### src/rtl/program_loader.sv
//==============================================================================
// Module   : program_loader
// Purpose  : Receives a program image over a valid/ready byte stream and
//            writes it into the SAP-1 program RAM, holding the core in reset
//            until a complete, legal image has been loaded.
//            Stream format: length byte N (1..2^ADDR_W), N data bytes and,
//            when PROGRAM_LOADER_CHECKSUM_EN is defined, one checksum byte
//            equal to the modulo-2^DATA_W sum of the data bytes.
// Macro    : PROGRAM_LOADER_CHECKSUM_EN - include the CHK state and sum logic.
// Ports    : clk        - clock, rising edge
//            clr        - asynchronous active-low reset
//            start      - request a new load session (ignored while busy)
//            rx_data    - stream byte
//            rx_valid   - rx_data qualifier
//            rx_ready   - loader accepts a byte this cycle
//            ram_we     - RAM write strobe (one-cycle pulse)
//            ram_addr   - RAM write address
//            ram_wdata  - RAM write data
//            cpu_clr    - active-low hold-in-reset for the core
//            busy/done/err - status flags
//            byte_count - data bytes written this session
// Revision : 1.0 - initial release
//==============================================================================
`default_nettype none

module program_loader #(
  parameter int ADDR_W = 4,
  parameter int DATA_W = 8
) (
  input  logic              clk,
  input  logic              clr,
  input  logic              start,
  input  logic [DATA_W-1:0] rx_data,
  input  logic              rx_valid,
  output logic              rx_ready,
  output logic              ram_we,
  output logic [ADDR_W-1:0] ram_addr,
  output logic [DATA_W-1:0] ram_wdata,
  output logic              cpu_clr,
  output logic              busy,
  output logic              done,
  output logic              err,
  output logic [ADDR_W:0]   byte_count
);

  localparam int CNT_W = ADDR_W + 1;
  localparam int DEPTH = 1 << ADDR_W;

  typedef enum logic [2:0] {
    IDLE = 3'd0,
    LEN  = 3'd1,
    DATA = 3'd2,
`ifdef PROGRAM_LOADER_CHECKSUM_EN
    CHK  = 3'd3,
`endif
    DONE = 3'd4,
    ERR  = 3'd5
  } state_t;

  state_t              state_q, state_d;
  logic [CNT_W-1:0]    len_q, len_d;
  logic [ADDR_W-1:0]   addr_q, addr_d;     // next address to be written
  logic [CNT_W-1:0]    count_q, count_d;
  logic                we_q, we_d;
  logic [ADDR_W-1:0]   waddr_q, waddr_d;   // address presented with ram_we
  logic [DATA_W-1:0]   wdata_q, wdata_d;
`ifdef PROGRAM_LOADER_CHECKSUM_EN
  logic [DATA_W-1:0]   sum_q, sum_d;
`endif

  logic xfer;
  logic len_ok;
  logic last_byte;

  assign xfer      = rx_valid && rx_ready;
  // N must be non-zero and must fit in the RAM.
  assign len_ok    = (rx_data != '0) && (32'(rx_data) <= 32'(DEPTH));
  assign last_byte = ((count_q + CNT_W'(1)) == len_q);

  always_ff @(posedge clk or negedge clr) begin
    if (!clr) begin
      state_q <= IDLE;
      len_q   <= '0;
      addr_q  <= '0;
      count_q <= '0;
      we_q    <= 1'b0;
      waddr_q <= '0;
      wdata_q <= '0;
`ifdef PROGRAM_LOADER_CHECKSUM_EN
      sum_q   <= '0;
`endif
    end else begin
      state_q <= state_d;
      len_q   <= len_d;
      addr_q  <= addr_d;
      count_q <= count_d;
      we_q    <= we_d;
      waddr_q <= waddr_d;
      wdata_q <= wdata_d;
`ifdef PROGRAM_LOADER_CHECKSUM_EN
      sum_q   <= sum_d;
`endif
    end
  end

  always_comb begin
    state_d = state_q;
    len_d   = len_q;
    addr_d  = addr_q;
    count_d = count_q;
    we_d    = 1'b0;
    waddr_d = waddr_q;
    wdata_d = wdata_q;
`ifdef PROGRAM_LOADER_CHECKSUM_EN
    sum_d   = sum_q;
`endif
    case (state_q)
      IDLE, DONE, ERR: begin
        if (start) begin
          state_d = LEN;
          count_d = '0;
          addr_d  = '0;
          waddr_d = '0;
`ifdef PROGRAM_LOADER_CHECKSUM_EN
          sum_d   = '0;
`endif
        end
      end
      LEN: begin
        if (xfer) begin
          if (len_ok) begin
            len_d   = CNT_W'(rx_data);
            state_d = DATA;
          end else begin
            state_d = ERR;
          end
        end
      end
      DATA: begin
        if (xfer) begin
          // Write is registered: the strobe appears the cycle after accept.
          we_d    = 1'b1;
          waddr_d = addr_q;
          wdata_d = rx_data;
          addr_d  = addr_q + 1'b1;
          count_d = count_q + 1'b1;
`ifdef PROGRAM_LOADER_CHECKSUM_EN
          sum_d   = sum_q + rx_data;
          if (last_byte) state_d = CHK;
`else
          if (last_byte) state_d = DONE;
`endif
        end
      end
`ifdef PROGRAM_LOADER_CHECKSUM_EN
      CHK: begin
        if (xfer) state_d = (rx_data == sum_q) ? DONE : ERR;
      end
`endif
      default: state_d = IDLE;
    endcase
  end

`ifdef PROGRAM_LOADER_CHECKSUM_EN
  assign busy = (state_q == LEN) || (state_q == DATA) || (state_q == CHK);
`else
  assign busy = (state_q == LEN) || (state_q == DATA);
`endif
  assign rx_ready   = busy;
  assign done       = (state_q == DONE);
  assign err        = (state_q == ERR);
  // Core is released only after a successful load.
  assign cpu_clr    = (state_q == DONE);
  assign ram_we     = we_q;
  assign ram_addr   = waddr_q;
  assign ram_wdata  = wdata_q;
  assign byte_count = count_q;

endmodule

`default_nettype wire
### config.mk
export PLATFORM = sky130hd
export DESIGN_NAME = program_loader
export DESIGN_NICKNAME = d
export VERILOG_FILES = /design/src/rtl/program_loader.sv
export SDC_FILE = /design/constraint.sdc
export NUM_CORES = 1
export LEC_CHECK = 0
export ABC_AREA = 1
export CORE_AREA = 2 2 60 62
export DETAILED_ROUTE_END_ITERATION = 16
export DIE_AREA = 0 0 62 64
export GPL_TIMING_DRIVEN = 0
export PLACE_DENSITY = 0.87
export SLEW_MARGIN = 20
export SYNTH_ARGS = -nofsm -noshare
export SYNTH_HDL_FRONTEND = slang
export SYNTH_SLANG_ARGS = --single-unit
### constraint.sdc
create_clock -name clk -period 1.8 [get_ports clk]
set_input_delay 0.18 -clock clk [delete_from_list [all_inputs] [get_ports clk]]
set_output_delay 0.18 -clock clk [all_outputs]
set_load 0.01 [all_outputs]
======== Word-level counts from Yosys, hierarchy flattened ========
Index checks and enable logic that the tools add are counted.
word-level totals
  register bits ........................... 30
  latch bits .............................. 0
  RAM bits ................................ 0
  ROM bits ................................ 0
  input bits .............................. 12
  output and inout bits ................... 23
  logic and storage cells ................. 46
  memories ................................ 0
operators by class
  $add $sub $neg .......................... 2
  $mul .................................... 0
  div/mod/pow operators ................... 0
  order comparisons ....................... 1
  equality and inequality tests ........... 9
  shifts and indexed selects .............. 0
  muxes and demuxes ....................... 16
  bitwise gates (word level) .............. 0
  reductions and logical operators ........ 11
operators with widths
  cell                 number
  $pmux 4 s2           2
  $mux 3               5
  $mux 4               3
  $mux 5               2
  $pmux 5 s2           1
  $pmux 3 s3           1
  $le 8x5->1 const B   1
  $ne 2x2->1 const B   4
  $reduce_bool 8->1    1
  $eq 3x3->1 const B   2
  $reduce_and 3->1     2
  $add 5x1->5 const B  1
  $eq 5x5->1           1
  $add 4x1->4 const B  1
  $reduce_and 4->1     1
  $eq 3x1->1 const B   1
  $eq 3x2->1 const B   1
  $logic_not 3->1      1
  $reduce_or 3->1      1
  $logic_and 1x1->1    2
  $mux 1               2
  $reduce_and 2->1     1
  $reduce_bool 2->1    1
  $logic_or 1x1->1     1

======== Longest topological paths before layout ========
Gate-level depths: netlist of run 1.
  depth after elaboration ................. 5
  mapped depth ............................ 11
  mapped depth without buffers ............ 11

======== Worst setup path before layout of run 1 ========
Ideal clock, no wire load.
  path type ............................... register to register
  start ................................... reg count_q[0] (netlist: byte_count[0])
  end ..................................... reg state_q[2]
  library setup time ...................... 117 ps
  data arrival time ....................... 1363 ps
  required time ........................... 1683 ps
  path slack .............................. 320 ps
  cell stages (with the launch flop) ...... 11
  buffers on the path ..................... 0
  clock period less this slack ............ 1480 ps
  cells stage by stage .................... dfrtp_1 ha_1 inv_1 nand2_1 nand2_1 nor2_1 nand3_1 nor2_2 nand2_2 nand3_1 nand2_1
on the way
  cells in the longest elaborated chain, start to end .. 4
RTL lines
  item                               RTL line  text
  start, declared                    63        logic [CNT_W-1:0] count_q, count_d;
  start signal, assigned             96        count_q <= count_d;
  $add 5x1->5                        78        assign last_byte = ((count_q + CNT_W'(1)) == len_q);
  $eq 5x5->1                         78
  $ne 2x2->1 (no source line)        --
  $reduce_and 4->1 (no source line)  --
  end signal, assigned               93        state_q <= state_d;
  end, declared                      60        state_t state_q, state_d;
Every way passes these cells.
A chain may end at the register's enable or synchronous reset.

======== Final worst setup path of run 1 ========
  start ................................... reg state_q[1]
  end ..................................... out err
on the way
  cells in the longest elaborated chain, start to end .. 1
RTL lines
  item           RTL line  text
  $eq 3x3->1     171       assign err = (state_q == ERR);
  end, declared  42        output logic err,
Every way passes these cells.

==> results of run 1 <==
-- through the flow --
stage                     hold slack [ns]  power, uW  utilization [%]  area [sq um]
final                              0.4025       2599            62.29          2046
after global routing               0.4320       2794            62.29          2046
after CTS                          0.4027       2613            62.21          2043
after detailed placement           0.2447       2180            59.43          1952
after global placement             0.4538       2135            59.58          1957
after floorplan                   -0.1156       1705                -          1559
-- cell usage after synthesis --
cell type	instances	area, sq um
nand3_2	1	10.01
inv_1	20	75.07
inv_4	1	6.260
a21oi_2	3	26.28
o21ai_2	3	26.28
buf_2	2	10.01
xor2_1	1	8.760
nor2_4	1	11.26
nor2_1	7	26.28
o21ai_4	1	16.27
ha_1	2	25.02
buf_4	2	15.01
nand3_4	1	17.52
nand3_1	19	95.09
o21ai_1	9	45.04
buf_6	1	11.26
o22ai_2	1	12.51
dfrtp_1	30	750.7
o31ai_1	2	15.01
a22o_1	1	8.760
nand3b_1	2	15.01
inv_2	4	15.01
nand2_1	59	221.5
xnor2_1	1	8.760
a21oi_1	1	5.000
nor2_2	2	12.51
nand4_1	4	25.02
nand2_2	7	43.79
-- metal layers --
metal	vias up	track usage, %	wire [microns]
met5	-	0	0
met4	0	6.649	74
met3	10	5.870	186
met2	53	28.91	1601
met1	653	24.51	1450
li1	697	-	-
-- cells by family (layout without fill, tap and decap cells) --
logic type                 after synthesis  count (layout)  synth area share (%)
and+or+nand+nor                        103             103                 30.66
adders and majority gates                2               2                 1.605
buffers and inverters                   30              76                 8.507
xor gates and xnor gates                 2               2                 1.124
DFF                                     30              30                 48.15
AOI/OAI and AO/OA                       21              21                 9.952
-- worst reg2reg max path: cells and delay by family (launching register included) --
kind / cells / cell delay, ns
buf+inv: 1 / 0.06
fa+ha+maj: 1 / 0.30
simple gates: 9 / 0.67
flops: 1 / 0.52
-- flip-flops by register name (all words and copies together) (netlist names) --
signal / cells
state_q: 3
ram_we: 1
len_q: 5
ram_wdata: 8
ram_addr: 4
addr_q: 4
byte_count: 5
-- power breakdown --
group	switching, uW	internal, uW	leakage (uW)
registers	165	856	0.000398
logic	619	540	0.000578
clock network	230	189	0.0000353
total	1010	1580	0.00101
-- final cells by class --
| type | count | share of cell area (%) |
|---|---|---|
| clock inverter | 1 | 0.2446 |
| tap | 46 | 2.813 |
| inverter | 25 | 4.709 |
| clock buffer | 7 | 2.691 |
| multi-input combinational | 128 | 33.03 |
| sequential | 30 | 36.82 |
| timing repair buffer | 38 | 17.92 |
| buffer | 5 | 1.774 |
-- worst paths after layout --
kind | from | end
max | state_q[1] | err
min | clr | ram_addr[0]
max reg2reg | byte_count[0] | state_q[0]
min reg2reg | ram_addr[0] | ram_addr[0]
max in group asynchronous | clr | state_q[0]
min in group clk | rx_data[6] | ram_wdata[6]
-- repair_timing --
action / in CTS / in global routing
gates resized for setup: 5 / 1
endpoints found under the setup margin: 4 / 1
buffers inserted: 3 / 0
hold endpoints to repair: 30 / 0
hold buffers: 1 / 0
cloned: 0 / 0
==> metrics.txt, run 1 <==
commonest non-fill, non-tap cell in the layout nand2_1; min cycle time layout 1.748 ns; Worst slew margin 56.50%; CP max-delay cell clkdlybuf4s50_1; clk slew on worst S/H paths 0.09 ns; worst-skew pair later-pin latency 0.33 ns; global-route wire length before repair 5644 microns; Cell variety after synth 28; FILL cells 281; Mapped Area 1559 sq um; CTS Sinks 30; Final period util 97.09%; hpwl dp 2452 microns; layout cells sized above 1 18.38%; total track usage 18.81%; Rows 21; Leakage 0.001011 uW; DR vias 1413; max incr delay on CP 0.55 ns; setup TNS after final layout 0 ns; CP arrival 1.57 ns; Slew @ Worst Pin 0.6524 ns; Hold Path Class in -> async; Pre-antenna DRT Iters 4; CTS Buf Count 5; Core Footprint 3284 sq um; CTS tree yes; FMAX 572.2 MHz; Ys Warns 0; maximum VDD drop 0.7832 mV; initial DRC count 80; Final Wtd Congestion 0.8258; post-route antenna net violation count 0; critical path required time 1.62 ns; worst path bufs/invs 2; placed cells 268; dpl ws 0.05913 ns; Final Hold Fails 0; CP Capture Type output port; Yosys reg bits 30; syn_nets 202; Worst setup SP type flip-flop; H-tree Lvls 2; Die Height 64 microns; largest net degree at the start of global routing 31; fin. max-slew vios 0; kind of critical path reg -> out; DRC Markers 0; clk root buf clkbuf_4; nets 247; Routed WL 3313 microns; DR vias/cell 5.046; vias in the first global route 1358; DIE AREA 3968 sq um; final cell count without fillers 280; cells on worst reg2reg path 11; Congestion Overflow GR 0; min setup slack post-route 0.05239 ns; Synth Instances 188; Reg2Reg Setup Slack 0.18 ns; Worst path top cell family by delay buffers and inverters; MaxCap Viol Count 0; clk_skew 0.003272 ns; IO Count 35; final setup fails 0; Area Overhead vs Synth 31.22%; critical-path cell list inv_2, nand2_1, nor2_1, clkdlybuf4s50_1; initial antenna violation count 0; most frequent cells in the layout 59 x nand2_1, 29 x clkdlybuf4s50_1, 28 x dfrtp_1; multi-input logic area 675.6 sq um; register area 753.2 sq um; n_diodes 0; WL per Instance 11.83 microns; input/output buffers 34; synthesized area per cell 8.293 sq um; sequential area share after synthesis 48.15%; Longest Clk Path Bufs 2; crit-path max FO 3; Starting Density 47.47%; width of the die 62 microns; pwr/cell area 1270 nW/um^2; status complete, no violations; WP depth 4
Note: power is estimated with default switching activity, not from simulation.
==> run 2, diff against run 1 <==
--- a/config.mk
+++ b/config.mk
@@ -6,11 +6,12 @@
 export NUM_CORES = 1
 export LEC_CHECK = 0
 export ABC_AREA = 1
-export CORE_AREA = 2 2 60 62
+export CORE_AREA = 2 2 61 63
 export DETAILED_ROUTE_END_ITERATION = 16
-export DIE_AREA = 0 0 62 64
+export DIE_AREA = 0 0 63 65
 export GPL_TIMING_DRIVEN = 0
-export PLACE_DENSITY = 0.87
+export MAX_ROUTING_LAYER = met4
+export PLACE_DENSITY = 0.84
 export SLEW_MARGIN = 20
 export SYNTH_ARGS = -nofsm -noshare
 export SYNTH_HDL_FRONTEND = slang
==> metrics.txt, run 2 (synthesized netlist as in run 1, its figures left out) <==
DIE AREA 4095 sq um (was 3968 sq um); Hold Path Class in -> async (unchanged); DR vias 1383 (was 1413); input/output buffers 34 (unchanged); critical path required time 1.62 ns (about the same); WL per Instance 12.00 microns (was 11.83 microns); CTS Sinks 30 (unchanged); initial antenna violation count 0 (unchanged); crit-path max FO 3 (unchanged); CP max-delay cell dfrtp_2 (was clkdlybuf4s50_1); Slew @ Worst Pin 0.6519 ns (was 0.6524 ns); cells on worst reg2reg path 11 (unchanged); FILL cells 344 (was 281); layout cells sized above 1 19.15% (was 18.38%); vias in the first global route 1318 (was 1358); total power 2609 uW (was 2599 uW); hpwl dp 2378 microns (was 2452 microns); Area Overhead vs Synth 32.83% (was 31.22%); Routed WL 3397 microns (was 3313 microns); n_diodes 0 (unchanged); DR vias/cell 4.887 (was 5.046); RSZ-0062 raised after global routing false; clk slew on worst S/H paths 0.09 ns (about the same); CP arrival 1.45 ns (was 1.57 ns); pwr/cell area 1260 nW/um^2 (was 1270 nW/um^2); min setup slack post-route 0.1699 ns (was 0.05239 ns); CP Capture Type output port (unchanged); nets 249 (was 247); Final Hold Slack 0.4127 ns (was 0.4025 ns); largest net degree at the start of global routing 31 (unchanged); total track usage 19.46% (was 18.81%); most frequent cells in the layout 59 x nand2_1, 28 x clkdlybuf4s50_1, 27 x dfrtp_1 (was 59 x nand2_1, 29 x clkdlybuf4s50_1, 28 x dfrtp_1); most frequent cell on the critical path buf_4; Worst setup SP type flip-flop (unchanged); Final Wtd Congestion 0.8729 (was 0.8258); CTS Buf Count 5 (unchanged); Starting Density 44.60% (was 47.47%); register area 754.5 sq um (was 753.2 sq um); Final period util 90.56% (was 97.09%); IO Count 35 (unchanged); H-tree Lvls 2 (unchanged); Congestion Overflow GR 0 (unchanged); post-route antenna net violation count 0 (unchanged); Core Footprint 3496 sq um (was 3284 sq um); CTS tree yes (unchanged); status complete, no violations (unchanged); commonest non-fill, non-tap cell in the layout nand2_1 (unchanged); initial DRC count 86 (was 80); kind of critical path reg -> out (unchanged); DRC Markers 0 (unchanged); critical-path cell list buf_4, nand3_4, nand2_4, buf_4, dlygate4sd2_1 (was inv_2, nand2_1, nor2_1, clkdlybuf4s50_1); Worst slew margin 56.54% (was 56.50%); fin. max-slew vios 0 (unchanged); Final Hold Fails 0 (unchanged); FMAX 613.5 MHz (was 572.2 MHz); Longest Clk Path Bufs 2 (unchanged); MaxCap Viol Count 0 (unchanged); dpl ws 0.1045 ns (was 0.05913 ns); clk_skew 0.003914 ns (was 0.003272 ns); Rows 22 (was 21); min cycle time layout 1.630 ns (was 1.748 ns); worst-skew pair later-pin latency 0.33 ns (about the same); Reg2Reg Setup Slack 0.18 ns (about the same); global-route wire length before repair 5920 microns (was 5644 microns); final setup fails 0 (unchanged); max reg flops 8 (unchanged); clk root buf clkbuf_4 (unchanged); Leakage 0.001035 uW (was 0.001011 uW); multi-input logic area 690.7 sq um (was 675.6 sq um); max incr delay on CP 0.44 ns (was 0.55 ns); Pre-antenna DRT Iters 4 (unchanged); width of the die 63 microns (was 62 microns); maximum VDD drop 0.8148 mV (was 0.7832 mV); Die Height 65 microns (was 64 microns); setup TNS after final layout 0 ns (unchanged)
## run 2: report_power, final
group / leakage (uW) / total, uW / switching, uW / internal [uW]
clock: 0.0000254 / 379 / 232 / 147
combinational: 0.000613 / 1210 / 645 / 561
sequential: 0.000396 / 1020 / 165 / 858
total: 0.00104 / 2610 / 1040 / 1570
## run 2: cell type report
| cell class | instances | area share, % |
|---|---|---|
| well taps | 48 | 2.900 |
| clock buffers | 7 | 2.175 |
| inverters | 25 | 4.653 |
| flip-flops and latches | 30 | 36.43 |
| repair buffers | 40 | 18.73 |
| plain buffers | 5 | 1.752 |
| multi-input cells | 128 | 33.35 |
## run 2: final timing paths
kind,endpoint,start
min in group clk,ram_wdata[5],rx_data[5]
worst max register to register,state_q[2],byte_count[0]
worst max-delay path,rx_ready,state_q[1]
worst min-delay path,ram_addr[1],clr
worst min register to register,ram_addr[0],ram_addr[0]
max in group asynchronous,state_q[1],clr
## run 2: layer usage
layer,track usage (%),vias up,share of wire [%]
met5,-,-,0
met4,8.889,0,1.7
met3,5.556,6,6.7
met2,30.85,47,49
met1,23.11,638,43
li1,-,692,-
## run 2: what timing repair did
action,in CTS,in global routing
setup buffers,4,1
hold buffers,1,0
pin swaps,2,0
setup endpoints to repair,4,6
gates resized for setup,7,4
endpoints found under the hold margin,30,0
## run 2: critical path: cells and delay by family, from the launching register on
family	cells	cell delay [ns]
buffers and inverters	3	0.54
flip-flops	1	0.44
AND/OR/NAND/NOR	2	0.14
## run 2: through the flow
| step | instance area, sq um | std cells | utilization (%) |
|---|---|---|---|
| finish | 2071 | 283 | 59.23 |
| global route | 2071 | 283 | 59.23 |
| CTS | 2054 | 282 | 58.77 |
| detailed placement | 1954 | 270 | 55.91 |
| global placement | 1959 | 270 | 56.05 |
| floorplan | 1559 | 188 | - |
==> run 3, diff against run 2 <==
--- a/config.mk
+++ b/config.mk
@@ -6,9 +6,9 @@
 export NUM_CORES = 1
 export LEC_CHECK = 0
 export ABC_AREA = 1
-export CORE_AREA = 2 2 61 63
+export CORE_AREA = 2 2 72 54
 export DETAILED_ROUTE_END_ITERATION = 16
-export DIE_AREA = 0 0 63 65
+export DIE_AREA = 0 0 74 56
 export GPL_TIMING_DRIVEN = 0
 export MAX_ROUTING_LAYER = met4
 export PLACE_DENSITY = 0.84
==> metrics.txt, run 3 (synthesized netlist as in run 1, its figures left out) <==
clk slew on worst S/H paths 0.06 ns (was 0.09 ns); CTS Buf Count 5 (unchanged); register area 754.5 sq um (unchanged); initial DRC count 90 (was 86); fin. max-slew vios 0 (unchanged); critical path required time 1.62 ns (about the same); input/output buffers 34 (unchanged); MaxCap Viol Count 0 (unchanged); RSZ-0062 raised after global routing false (unchanged); Worst slew margin 55.37% (was 56.54%); n_diodes 0 (unchanged); design area 2102 sq um (was 2071 sq um); Area Overhead vs Synth 34.83% (was 32.83%); hpwl dp 2508 microns (was 2378 microns); Congestion Overflow GR 0 (unchanged); nets 247 (was 249); Worst setup SP type flip-flop (unchanged); min cycle time layout 1.716 ns (was 1.630 ns); Starting Density 45.84% (was 44.60%); clk_skew 0.003977 ns (was 0.003914 ns); kind of critical path reg -> out (unchanged); IO Count 35 (unchanged); min setup slack post-route 0.08422 ns (was 0.1699 ns); Final period util 95.32% (was 90.56%); post-route antenna net violation count 0 (unchanged); layout cells sized above 1 19.66% (was 19.15%); FILL cells 293 (was 344); commonest non-fill, non-tap cell in the layout nand2_1 (unchanged); largest net degree at the start of global routing 31 (unchanged); CTS Sinks 30 (unchanged); Final Wtd Congestion 0.8307 (was 0.8729); Pre-antenna DRT Iters 4 (unchanged); max reg flops 8 (unchanged); setup TNS after final layout 0 ns (unchanged); CP Capture Type output port (unchanged); CP arrival 1.54 ns (was 1.45 ns); Leakage 0.001029 uW (was 0.001035 uW); Final Hold Fails 0 (unchanged); width of the die 74 microns (was 63 microns); DR vias/cell 4.870 (was 4.887); multi-input logic area 690.7 sq um (unchanged); status complete, no violations (unchanged); Longest Clk Path Bufs 2 (unchanged); worst-skew pair later-pin latency 0.29 ns (was 0.33 ns); Core Footprint 3401 sq um (was 3496 sq um); Rows 18 (was 22); DR vias 1383 (unchanged); CTS tree yes (unchanged); final setup fails 0 (unchanged); placed standard-cell area 1957 sq um (was 1954 sq um); WL per Instance 12.67 microns (was 12.00 microns); dpl ws 0.1217 ns (was 0.1045 ns); pwr/cell area 1323 nW/um^2 (was 1260 nW/um^2); DRC Markers 0 (unchanged); total track usage 20.19% (was 19.46%); Die Height 56 microns (was 65 microns); most frequent cells in the layout 59 x nand2_1, 30 x clkdlybuf4s50_1, 27 x dfrtp_1 (was 59 x nand2_1, 28 x clkdlybuf4s50_1, 27 x dfrtp_1); maximum VDD drop 0.9931 mV (was 0.8148 mV); Hold Path Class in -> reg (was in -> async); Routed WL 3598 microns (was 3397 microns); H-tree Lvls 2 (unchanged); FMAX 582.8 MHz (was 613.5 MHz); DIE AREA 4144 sq um (was 4095 sq um); global-route wire length before repair 6051 microns (was 5920 microns); vias in the first global route 1308 (was 1318); crit-path max FO 2 (was 3); Slew @ Worst Pin 0.6695 ns (was 0.6519 ns); clk root buf clkbuf_8 (was clkbuf_4); initial antenna violation count 0 (unchanged)
[run 3: final cells by class]
class | count | share of cell area [%]
Buffer | 5 | 1.726
Clock buffer | 7 | 4.107
Clock inverter | 1 | 0.2381
Inverter | 25 | 4.583
Multi-Input combinational cell | 128 | 32.86
Sequential cell | 30 | 35.89
Tap cell | 50 | 2.976
Timing Repair Buffer | 38 | 17.62
[run 3: repair_timing]
item,CTS,global route
hold buffers,1,0
endpoints found under the hold margin,30,0
gates resized for setup,6,3
setup buffers,3,0
setup endpoints to repair,3,5
gates cloned,0,0
[run 3: worst paths after layout]
path,from,to,slack [ns],cells past startpoint
max,state_q[1],cpu_clr,0.08,4
min,rx_data[5],ram_wdata[5],0.45,3
max reg2reg,byte_count[0],state_q[1],0.22,10
min reg2reg,ram_addr[0],ram_addr[0],0.47,2
max in group asynchronous,clr,state_q[1],0.86,2
min in group asynchronous,clr,byte_count[1],0.47,2
[run 3: layer usage]
layer,global-route usage [%],routed length (microns),vias up
met5,-,0,-
met4,10.13,103,0
met3,5.978,166,11
met2,29.21,1627,38
met1,25.51,1701,639
li1,-,-,695
[run 3: where the power goes]
part | leakage (uW) | internal (uW) | switching, uW | total, uW
sequential | 0.000396 | 860 | 176 | 1040
combinational | 0.000584 | 546 | 632 | 1180
clock | 0.0000482 | 308 | 257 | 565
[run 3: through the flow]
stage | hold slack (ns) | total power (uW) | utilization (%) | std cells
2_1_floorplan | -0.1156 | 1705 | - | 188
3_3_place_gp | 0.4537 | 2144 | 57.69 | 272
3_5_place_dp | 0.2515 | 2177 | 57.54 | 272
4_1_cts | 0.4494 | 2787 | 61.63 | 284
5_1_grt | 0.4814 | 2973 | 61.81 | 284
6_report | 0.4513 | 2780 | 61.81 | 284
[run 3: worst max-delay path: stages (launching register included)]
cell	delay, ns
dfrtp_2	0.41
inv_2	0.08
nand2_1	0.08
nor2_2	0.13
clkdlybuf4s50_1	0.55
